[src/rtl/bg_parallax_starfield_if.sv]
// Signal bundle between the video timing/mux side and the parallax starfield generator.
// The master drives pixel coordinates, controls and vsync; the slave returns the tick and grey colour.
interface bg_parallax_starfield_if #(
    parameter int NUM_LAYERS = 3
);
    logic                      bg_en;
    logic                      pause;
    logic                      video_active;
    logic [10:0]               pix_x;
    logic [10:0]               pix_y;
    logic                      vsync;
    logic [8*NUM_LAYERS-1:0]   layer_speed;
    logic                      frame_tick;
    logic [1:0]                R;
    logic [1:0]                G;
    logic [1:0]                B;

    modport master (
        output bg_en, pause, video_active, pix_x, pix_y, vsync, layer_speed,
        input  frame_tick, R, G, B
    );

    modport slave (
        input  bg_en, pause, video_active, pix_x, pix_y, vsync, layer_speed,
        output frame_tick, R, G, B
    );
endinterface

[src/rtl/bg_parallax_starfield.sv]
// Procedural multi-layer scrolling starfield: per-cell hashed stars, per-layer runtime scroll speed,
// frame timing from a synchronised vsync edge, 2-stage pixel pipeline producing grey 2-bit colour.
module bg_parallax_starfield #(
    parameter int          NUM_LAYERS = 3,
    parameter int          H_RES      = 1024,
    parameter int          V_RES      = 768,
    parameter int          CELL_LOG2  = 4,
    parameter logic [7:0]  DENSITY    = 8'd40,
    parameter int          TWINKLE    = 1
) (
    input  logic                   clk,
    input  logic                   rst_n,
    bg_parallax_starfield_if.slave bus
);
    localparam logic [11:0] H_RES_W = 12'(H_RES);
    localparam logic [10:0] V_RES_W = 11'(V_RES);

    // vsync synchroniser and rising-edge detect
    logic       vs_meta_q, vs_meta_d;
    logic       vs_sync_q, vs_sync_d;
    logic       vs_prev_q, vs_prev_d;
    logic [2:0] vs_vld_q, vs_vld_d;
    logic       frame_tick_q, frame_tick_d;
    logic [2:0] frame_cnt_q, frame_cnt_d;

    // vs_vld marks which sync stages hold a real post-reset sample, so a vsync
    // already high at reset release cannot masquerade as a rising edge.
    always_comb begin
        vs_meta_d    = bus.vsync;
        vs_sync_d    = vs_meta_q;
        vs_prev_d    = vs_sync_q;
        vs_vld_d     = {vs_vld_q[1:0], 1'b1};
        frame_tick_d = vs_sync_q & ~vs_prev_q & vs_vld_q[2];
        frame_cnt_d  = frame_cnt_q;
        if (frame_tick_q && bus.bg_en) begin
            frame_cnt_d = frame_cnt_q + 3'd1;
        end
    end

    always_ff @(posedge clk or negedge rst_n) begin
        if (!rst_n) begin
            vs_meta_q    <= 1'b0;
            vs_sync_q    <= 1'b0;
            vs_prev_q    <= 1'b0;
            vs_vld_q     <= 3'b000;
            frame_tick_q <= 1'b0;
            frame_cnt_q  <= 3'd0;
        end else begin
            vs_meta_q    <= vs_meta_d;
            vs_sync_q    <= vs_sync_d;
            vs_prev_q    <= vs_prev_d;
            vs_vld_q     <= vs_vld_d;
            frame_tick_q <= frame_tick_d;
            frame_cnt_q  <= frame_cnt_d;
        end
    end

    assign bus.frame_tick = frame_tick_q;

    // Shared stage-1 registers: cell row, in-cell row and the visibility qualifier
    logic [7:0]           cy_q, cy_d;
    logic [CELL_LOG2-1:0] iy_q, iy_d;
    logic                 qual_q, qual_d;

    always_comb begin
        cy_d   = 8'(bus.pix_y >> CELL_LOG2);
        iy_d   = bus.pix_y[CELL_LOG2-1:0];
        qual_d = bus.video_active & bus.bg_en & (bus.pix_y < V_RES_W);
    end

    always_ff @(posedge clk or negedge rst_n) begin
        if (!rst_n) begin
            cy_q   <= 8'd0;
            iy_q   <= '0;
            qual_q <= 1'b0;
        end else begin
            cy_q   <= cy_d;
            iy_q   <= iy_d;
            qual_q <= qual_d;
        end
    end

    logic [NUM_LAYERS-1:0] hit;

    generate
        for (genvar gi = 0; gi < NUM_LAYERS; gi++) begin : g_layer
            localparam logic [7:0] SEED = 8'(8'h5A + 8'h27 * gi);

            logic [10:0] off_q, off_d;
            logic [11:0] off_sum;
            logic [10:0] xs_q, xs_d;
            logic [11:0] x_sum;
            logic [7:0]  cx;
            logic [7:0]  h;
            logic [7:0]  h2;
            logic        twinkle_off;

            assign off_sum = {1'b0, off_q} + {4'b0000, bus.layer_speed[8*gi +: 8]};
            assign x_sum   = {1'b0, bus.pix_x} + {1'b0, off_q};

            always_comb begin
                off_d = off_q;
                if (frame_tick_q && bus.bg_en && !bus.pause) begin
                    off_d = (off_sum >= H_RES_W) ? 11'(off_sum - H_RES_W) : off_sum[10:0];
                end
                xs_d = (x_sum >= H_RES_W) ? 11'(x_sum - H_RES_W) : x_sum[10:0];
            end

            always_ff @(posedge clk or negedge rst_n) begin
                if (!rst_n) begin
                    off_q <= 11'd0;
                    xs_q  <= 11'd0;
                end else begin
                    off_q <= off_d;
                    xs_q  <= xs_d;
                end
            end

            // Stage 2: hash the cell, locate its single star pixel, apply twinkle
            assign cx          = 8'(xs_q >> CELL_LOG2);
            assign h           = (cx * 8'h9D) ^ (cy_q * 8'h3B) ^ SEED;
            assign h2          = {h[3:0], h[7:4]} ^ 8'hA5;
            assign twinkle_off = (TWINKLE != 0) && (h[2:0] == frame_cnt_q);
            assign hit[gi]     = (h < DENSITY)
                               && (xs_q[CELL_LOG2-1:0] == h2[CELL_LOG2-1:0])
                               && (iy_q == h2[4 +: CELL_LOG2])
                               && !twinkle_off;
        end
    endgenerate

    logic [1:0] color_q, color_d;

    // Ascending scan so the nearest (highest-index) layer overrides farther ones
    always_comb begin
        color_d = 2'd0;
        for (int k = 0; k < NUM_LAYERS; k++) begin
            if (hit[k]) begin
                color_d = (k >= 2) ? 2'd3 : 2'(k + 1);
            end
        end
        if (!qual_q) begin
            color_d = 2'd0;
        end
    end

    always_ff @(posedge clk or negedge rst_n) begin
        if (!rst_n) begin
            color_q <= 2'd0;
        end else begin
            color_q <= color_d;
        end
    end

    assign bus.R = color_q;
    assign bus.G = color_q;
    assign bus.B = color_q;
endmodule

[src/flat_wrapper.sv]
// flat-port wrapper written by rule: the top's interface ports become plain ports
module bg_parallax_starfield_flat 
#(
    parameter int          NUM_LAYERS = 3,
    parameter int          H_RES      = 1024,
    parameter int          V_RES      = 768,
    parameter int          CELL_LOG2  = 4,
    parameter logic [7:0]  DENSITY    = 8'd40,
    parameter int          TWINKLE    = 1
)
  (clk, rst_n, bus_bg_en, bus_pause, bus_video_active, bus_pix_x, bus_pix_y, bus_vsync, bus_layer_speed, bus_frame_tick, bus_R, bus_G, bus_B);
  bg_parallax_starfield_if #(.NUM_LAYERS(NUM_LAYERS)) bus_i ();
  input  logic clk;
  input  logic rst_n;
  input wire logic [$bits(bus_i.bg_en)-1:0] bus_bg_en;
  input wire logic [$bits(bus_i.pause)-1:0] bus_pause;
  input wire logic [$bits(bus_i.video_active)-1:0] bus_video_active;
  input wire logic [$bits(bus_i.pix_x)-1:0] bus_pix_x;
  input wire logic [$bits(bus_i.pix_y)-1:0] bus_pix_y;
  input wire logic [$bits(bus_i.vsync)-1:0] bus_vsync;
  input wire logic [$bits(bus_i.layer_speed)-1:0] bus_layer_speed;
  output wire logic [$bits(bus_i.frame_tick)-1:0] bus_frame_tick;
  output wire logic [$bits(bus_i.R)-1:0] bus_R;
  output wire logic [$bits(bus_i.G)-1:0] bus_G;
  output wire logic [$bits(bus_i.B)-1:0] bus_B;
  assign bus_i.bg_en = bus_bg_en;
  assign bus_i.pause = bus_pause;
  assign bus_i.video_active = bus_video_active;
  assign bus_i.pix_x = bus_pix_x;
  assign bus_i.pix_y = bus_pix_y;
  assign bus_i.vsync = bus_vsync;
  assign bus_i.layer_speed = bus_layer_speed;
  assign bus_frame_tick = bus_i.frame_tick;
  assign bus_R = bus_i.R;
  assign bus_G = bus_i.G;
  assign bus_B = bus_i.B;
  bg_parallax_starfield #(.NUM_LAYERS(NUM_LAYERS), .H_RES(H_RES), .V_RES(V_RES), .CELL_LOG2(CELL_LOG2), .DENSITY(DENSITY), .TWINKLE(TWINKLE)) u_core (.clk(clk), .rst_n(rst_n), .bus(bus_i));
endmodule
[config.mk]
export PLATFORM = sky130hd
export DESIGN_NAME = bg_parallax_starfield_flat
export DESIGN_NICKNAME = d
export VERILOG_FILES = /design/src/rtl/bg_parallax_starfield_if.sv /design/src/rtl/bg_parallax_starfield.sv /design/src/flat_wrapper.sv
export SDC_FILE = /design/constraint.sdc
export NUM_CORES = 1
export LEC_CHECK = 0
export CAP_MARGIN = 10
export CORE_MARGIN = 2
export CORE_UTILIZATION = 54
export CTS_BUF_LIST = sky130_fd_sc_hd__clkbuf_16
export CTS_CLUSTER_DIAMETER = 60
export DETAILED_ROUTE_END_ITERATION = 8
export PLACE_DENSITY = 0.78
export SYNTH_ARGS = -nofsm -noshare
export SYNTH_HDL_FRONTEND = slang
export SYNTH_SLANG_ARGS = --single-unit
[constraint.sdc]
create_clock -name clk -period 3.3 [get_ports clk]
set_input_delay 0.825 -clock clk [delete_from_list [all_inputs] [get_ports clk]]
set_output_delay 0.825 -clock clk [all_outputs]
set_load 0.1 [all_outputs]
==> results.yml <==
run_status:
  run_status: "complete, but fails checks"
  failing_checks: "setup timing"
clock_network:
  clkSlewWorstSetupHoldPaths_ps: 70
  worstSkewPairLatency_ps: 350
  root_buffer_selected_by_cts: "sky130_fd_sc_hd__clkbuf_16"
  number_of_sinks_driven_by_the_clock_tree: 90
  cts_buffer_depth: 2
  cts_buffers: 9
  cts_tree: "yes"
  number_of_levels_the_h_tree_was_split_into: 3
  cts_hold_repair.buffers: 0
placed_design:
  buffer_ports.inserted: 58
  finalWeightedCongestion: 0.892
  half_perimeter_wire_length_after_detailed_placement_microns: 12900
  pre_cts_ws_ps: -455
yosys:
  synth_top_family_by_area: "adder cells"
  synth_fa_ha_area_frac: 0.281
  synth_top_area_cell: "sky130_fd_sc_hd__dfrtp_1"
  syn-num-nets: 936
  synth_top_cells_by_area: "sky130_fd_sc_hd__dfrtp_1 31%, sky130_fd_sc_hd__ha_1 21%, sky130_fd_sc_hd__xnor2_1 11%, sky130_fd_sc_hd__fa_1 7.1%, sky130_fd_sc_hd__xor2_1 4.1%"
  synth_compound_gate_area_share: 0.122
  synth_top_area_frac: 0.307
  muxShareOfSynthArea: 0.00154
  async_reset_ff_frac: 1.00
  simple_gate_fraction_of_synth_area: 0.0867
  avgSynthCellArea_sq_um: 9.97
  ys.warnings.count: 0
  ys.flop_type: "sky130_fd_sc_hd__dfrtp_1"
  sequential_area_share_after_synthesis: 0.307
  synth_enable_flop_cells: 0
  post_synth_xor_area_fraction: 0.158
  synth-seq-cells: 90
  yosysUniqueCellTypes: 48
  synth_area_sq_um: 7330
  synth_cells: 735
routing:
  first_iter_violations: 279
  detail_route.wl_per_cell_microns: 16.1
  via_count: 5538
  post_drt_via_cell_ratio: 5.43
  drt-pass1-iter-count: 6
  postRouteWirelength_microns: 16400
  drc: 0
  drtAntennaViolNets: 0
sta:
  min_period_ps: 3550
  final_period_utilization: 1.08
  final_hold_viol_count: 0
  clock-skew-final_ps: 10.8
  clock.fmax_mhz: 282
  post-route-worst-setup-slack_ps: -248
  worst_margin_pin_slew_ps: 774
  rsz0062_at_grt: "true"
  maxSlewHeadroom: 0.484
  timing.final.setup_violations: 2
  final_max_slew_viol_count: 0
floorplanning:
  coreArea_sq_um: 13200
  io-pin-count: 59
  die_area_sq_um: 14500
  die-width_microns: 121
  start_util: 0.554
  placement_row_count: 42
  die_h_microns: 121
setup_path:
  timing.critical_path.fanout_max: 4
  critPathArrivalTime_ps: 3780
  critPathKind: "reg -> reg"
  crit_required_ps: 3530
  worst_setup_path_end_kind: "register"
  worst_setup_path_start_kind: "register"
finish:
  design.final.nets: 1039
  syn_to_final_growth_pct: 23.0
  number_of_diodes_added_for_antenna_fixing: 0
  final_layout_size_suffix_gt1_frac: 0.128
flow_run:
  drv.max_cap_violation_count: 0
global_routing:
  number_of_antenna_violations_at_the_first_check_in_global_routing: 0
  grt_max_degree: 55
  first_pass_grt_wire_length_microns: 27500
  grt-ovfl-total: 0
  vias_in_the_first_global_route: 5901
  gr-usage-all-layers: 0.240
min_path:
  worstHoldPathType: "reg -> reg"
## per-stage QoR
stage                     cell area, sq um  TNS [ps]   util  hold WS [ps]  cells
after global routing                  9020      -812  0.681           359   1019
final                                 9020      -482  0.681           353   1019
after CTS                             8910      -471  0.673           354   1016
after global placement                8410      -778  0.635           335    994
after floorplan                       7410      -390      -           331    735
after detailed placement              8410      -896  0.635           336    994
## cells by family after synthesis
logic type      Yosys count
compound gates          146
fa+ha+maj               149
simple gates            140
flops                    90
xor+xnor                128
mux                       1
other cells               1
buf+inv                  80
## synth_stat cells (14+ instances only)
library cell	n
sky130_fd_sc_hd__ha_1	123
sky130_fd_sc_hd__xnor2_1	91
sky130_fd_sc_hd__dfrtp_1	90
sky130_fd_sc_hd__nand2_1	77
sky130_fd_sc_hd__inv_1	71
sky130_fd_sc_hd__a21oi_1	43
sky130_fd_sc_hd__o21ai_0	43
sky130_fd_sc_hd__xor2_1	34
sky130_fd_sc_hd__fa_1	26
sky130_fd_sc_hd__a21o_1	23
sky130_fd_sc_hd__nor2_1	15
sky130_fd_sc_hd__nand3_1	14
## critical path, cell delays in order, from the launching register on
cell,delay (ps)
sky130_fd_sc_hd__dfrtp_2,450
sky130_fd_sc_hd__fa_1,490
sky130_fd_sc_hd__fa_1,500
sky130_fd_sc_hd__inv_1,50
sky130_fd_sc_hd__fa_1,490
sky130_fd_sc_hd__inv_2,50
sky130_fd_sc_hd__ha_4,230
sky130_fd_sc_hd__a21o_1,170
sky130_fd_sc_hd__a21oi_2,170
sky130_fd_sc_hd__xnor2_2,160
sky130_fd_sc_hd__xnor3_1,290
sky130_fd_sc_hd__nor4_4,250
sky130_fd_sc_hd__o2bb2ai_1,110
## state kept, by name, summed over array words and instances (netlist names), 2 cells and up
register	count
u_core.cy_q	7
u_core.frame_cnt_q	3
u_core.g_layer.xs_q	33
u_core.bus.B	2
u_core.g_layer.off_q	33
u_core.iy_q	4
u_core.vs_vld_q	3
## area by class of cell
type / instances / area, sq um
multi-input cells: 565 / 5060
fillers: 1006 / 4230
flip-flops and latches: 90 / 2260
repair buffers: 101 / 896
inverters: 71 / 267
clock buffers: 9 / 225
well taps: 176 / 220
clock inverters: 7 / 93.8
## routing by layer
metal | vias to the layer above | GRT usage | routed length, microns
li1 | 2713 | - | -
met2 | 142 | 0.412 | 7990
met5 | - | 0 | 0
met1 | 2656 | 0.307 | 7220
met3 | 27 | 0.0439 | 672
met4 | 0 | 0.0792 | 538
## worst paths after layout
path | startpoint | end | slack (ps) | cells after the start
worst max-delay path | u_core.cy_q[0]$_DFF_PN0_ | u_core.bus.B[0]$_DFF_PN0_ | -250 | 12
worst min-delay path | u_core.vs_meta_q$_DFF_PN0_ | u_core.vs_prev_d$_DFF_PN0_ | 350 | 0
worst max register to register | u_core.cy_q[0]$_DFF_PN0_ | u_core.bus.B[0]$_DFF_PN0_ | -250 | 12
worst min register to register | u_core.vs_meta_q$_DFF_PN0_ | u_core.vs_prev_d$_DFF_PN0_ | 350 | 0
max in group asynchronous | rst_n | u_core.vs_meta_q$_DFF_PN0_ | 2110 | 2
min in group asynchronous | rst_n | u_core.g_layer[2].off_q[8]$_DFFE_PN0P_ | 530 | 1
## timing repair
action | in CTS | in global routing
pin swaps | 22 | 17
setup endpoints to repair | 2 | 2
gates resized for setup | 17 | 13
endpoints found under the hold margin | 0 | 0
setup buffers | 6 | 3
## layout by cell type (no fill, tap or decap), types with 3 or more instances in the layout
| master | count |
|---|---|
| sky130_fd_sc_hd__clkdlybuf4s50_1 | 50 |
| sky130_fd_sc_hd__nor3_1 | 4 |
| sky130_fd_sc_hd__buf_4 | 50 |
| sky130_fd_sc_hd__xnor2_2 | 8 |
| sky130_fd_sc_hd__a41o_1 | 3 |
| sky130_fd_sc_hd__dfrtp_1 | 87 |
| sky130_fd_sc_hd__a21o_1 | 23 |
| sky130_fd_sc_hd__nand2b_1 | 3 |
| sky130_fd_sc_hd__dfrtp_2 | 3 |
| sky130_fd_sc_hd__o21ai_0 | 42 |
| sky130_fd_sc_hd__and3_1 | 4 |
| sky130_fd_sc_hd__a21oi_1 | 40 |
| sky130_fd_sc_hd__ha_1 | 110 |
| sky130_fd_sc_hd__xor2_1 | 32 |
| sky130_fd_sc_hd__o21bai_1 | 3 |
| sky130_fd_sc_hd__nand3_1 | 14 |
| sky130_fd_sc_hd__nor2_1 | 15 |
| sky130_fd_sc_hd__o211ai_1 | 3 |
| sky130_fd_sc_hd__nand2_1 | 77 |
| sky130_fd_sc_hd__xnor2_1 | 83 |
| sky130_fd_sc_hd__or2_2 | 3 |
| sky130_fd_sc_hd__o31ai_1 | 4 |
| sky130_fd_sc_hd__nor2b_1 | 10 |
| sky130_fd_sc_hd__fa_1 | 25 |
| sky130_fd_sc_hd__o21ai_1 | 3 |
| sky130_fd_sc_hd__inv_1 | 69 |
| sky130_fd_sc_hd__o21a_1 | 5 |
| sky130_fd_sc_hd__ha_4 | 13 |
| sky130_fd_sc_hd__a211oi_1 | 3 |
| sky130_fd_sc_hd__clkbuf_16 | 9 |
| sky130_fd_sc_hd__inv_2 | 4 |
| sky130_fd_sc_hd__a21oi_2 | 3 |
Power is left out: the tool's default activity adds up to more than one toggle a clock period on the data nets, which glitch-free logic cannot reach.
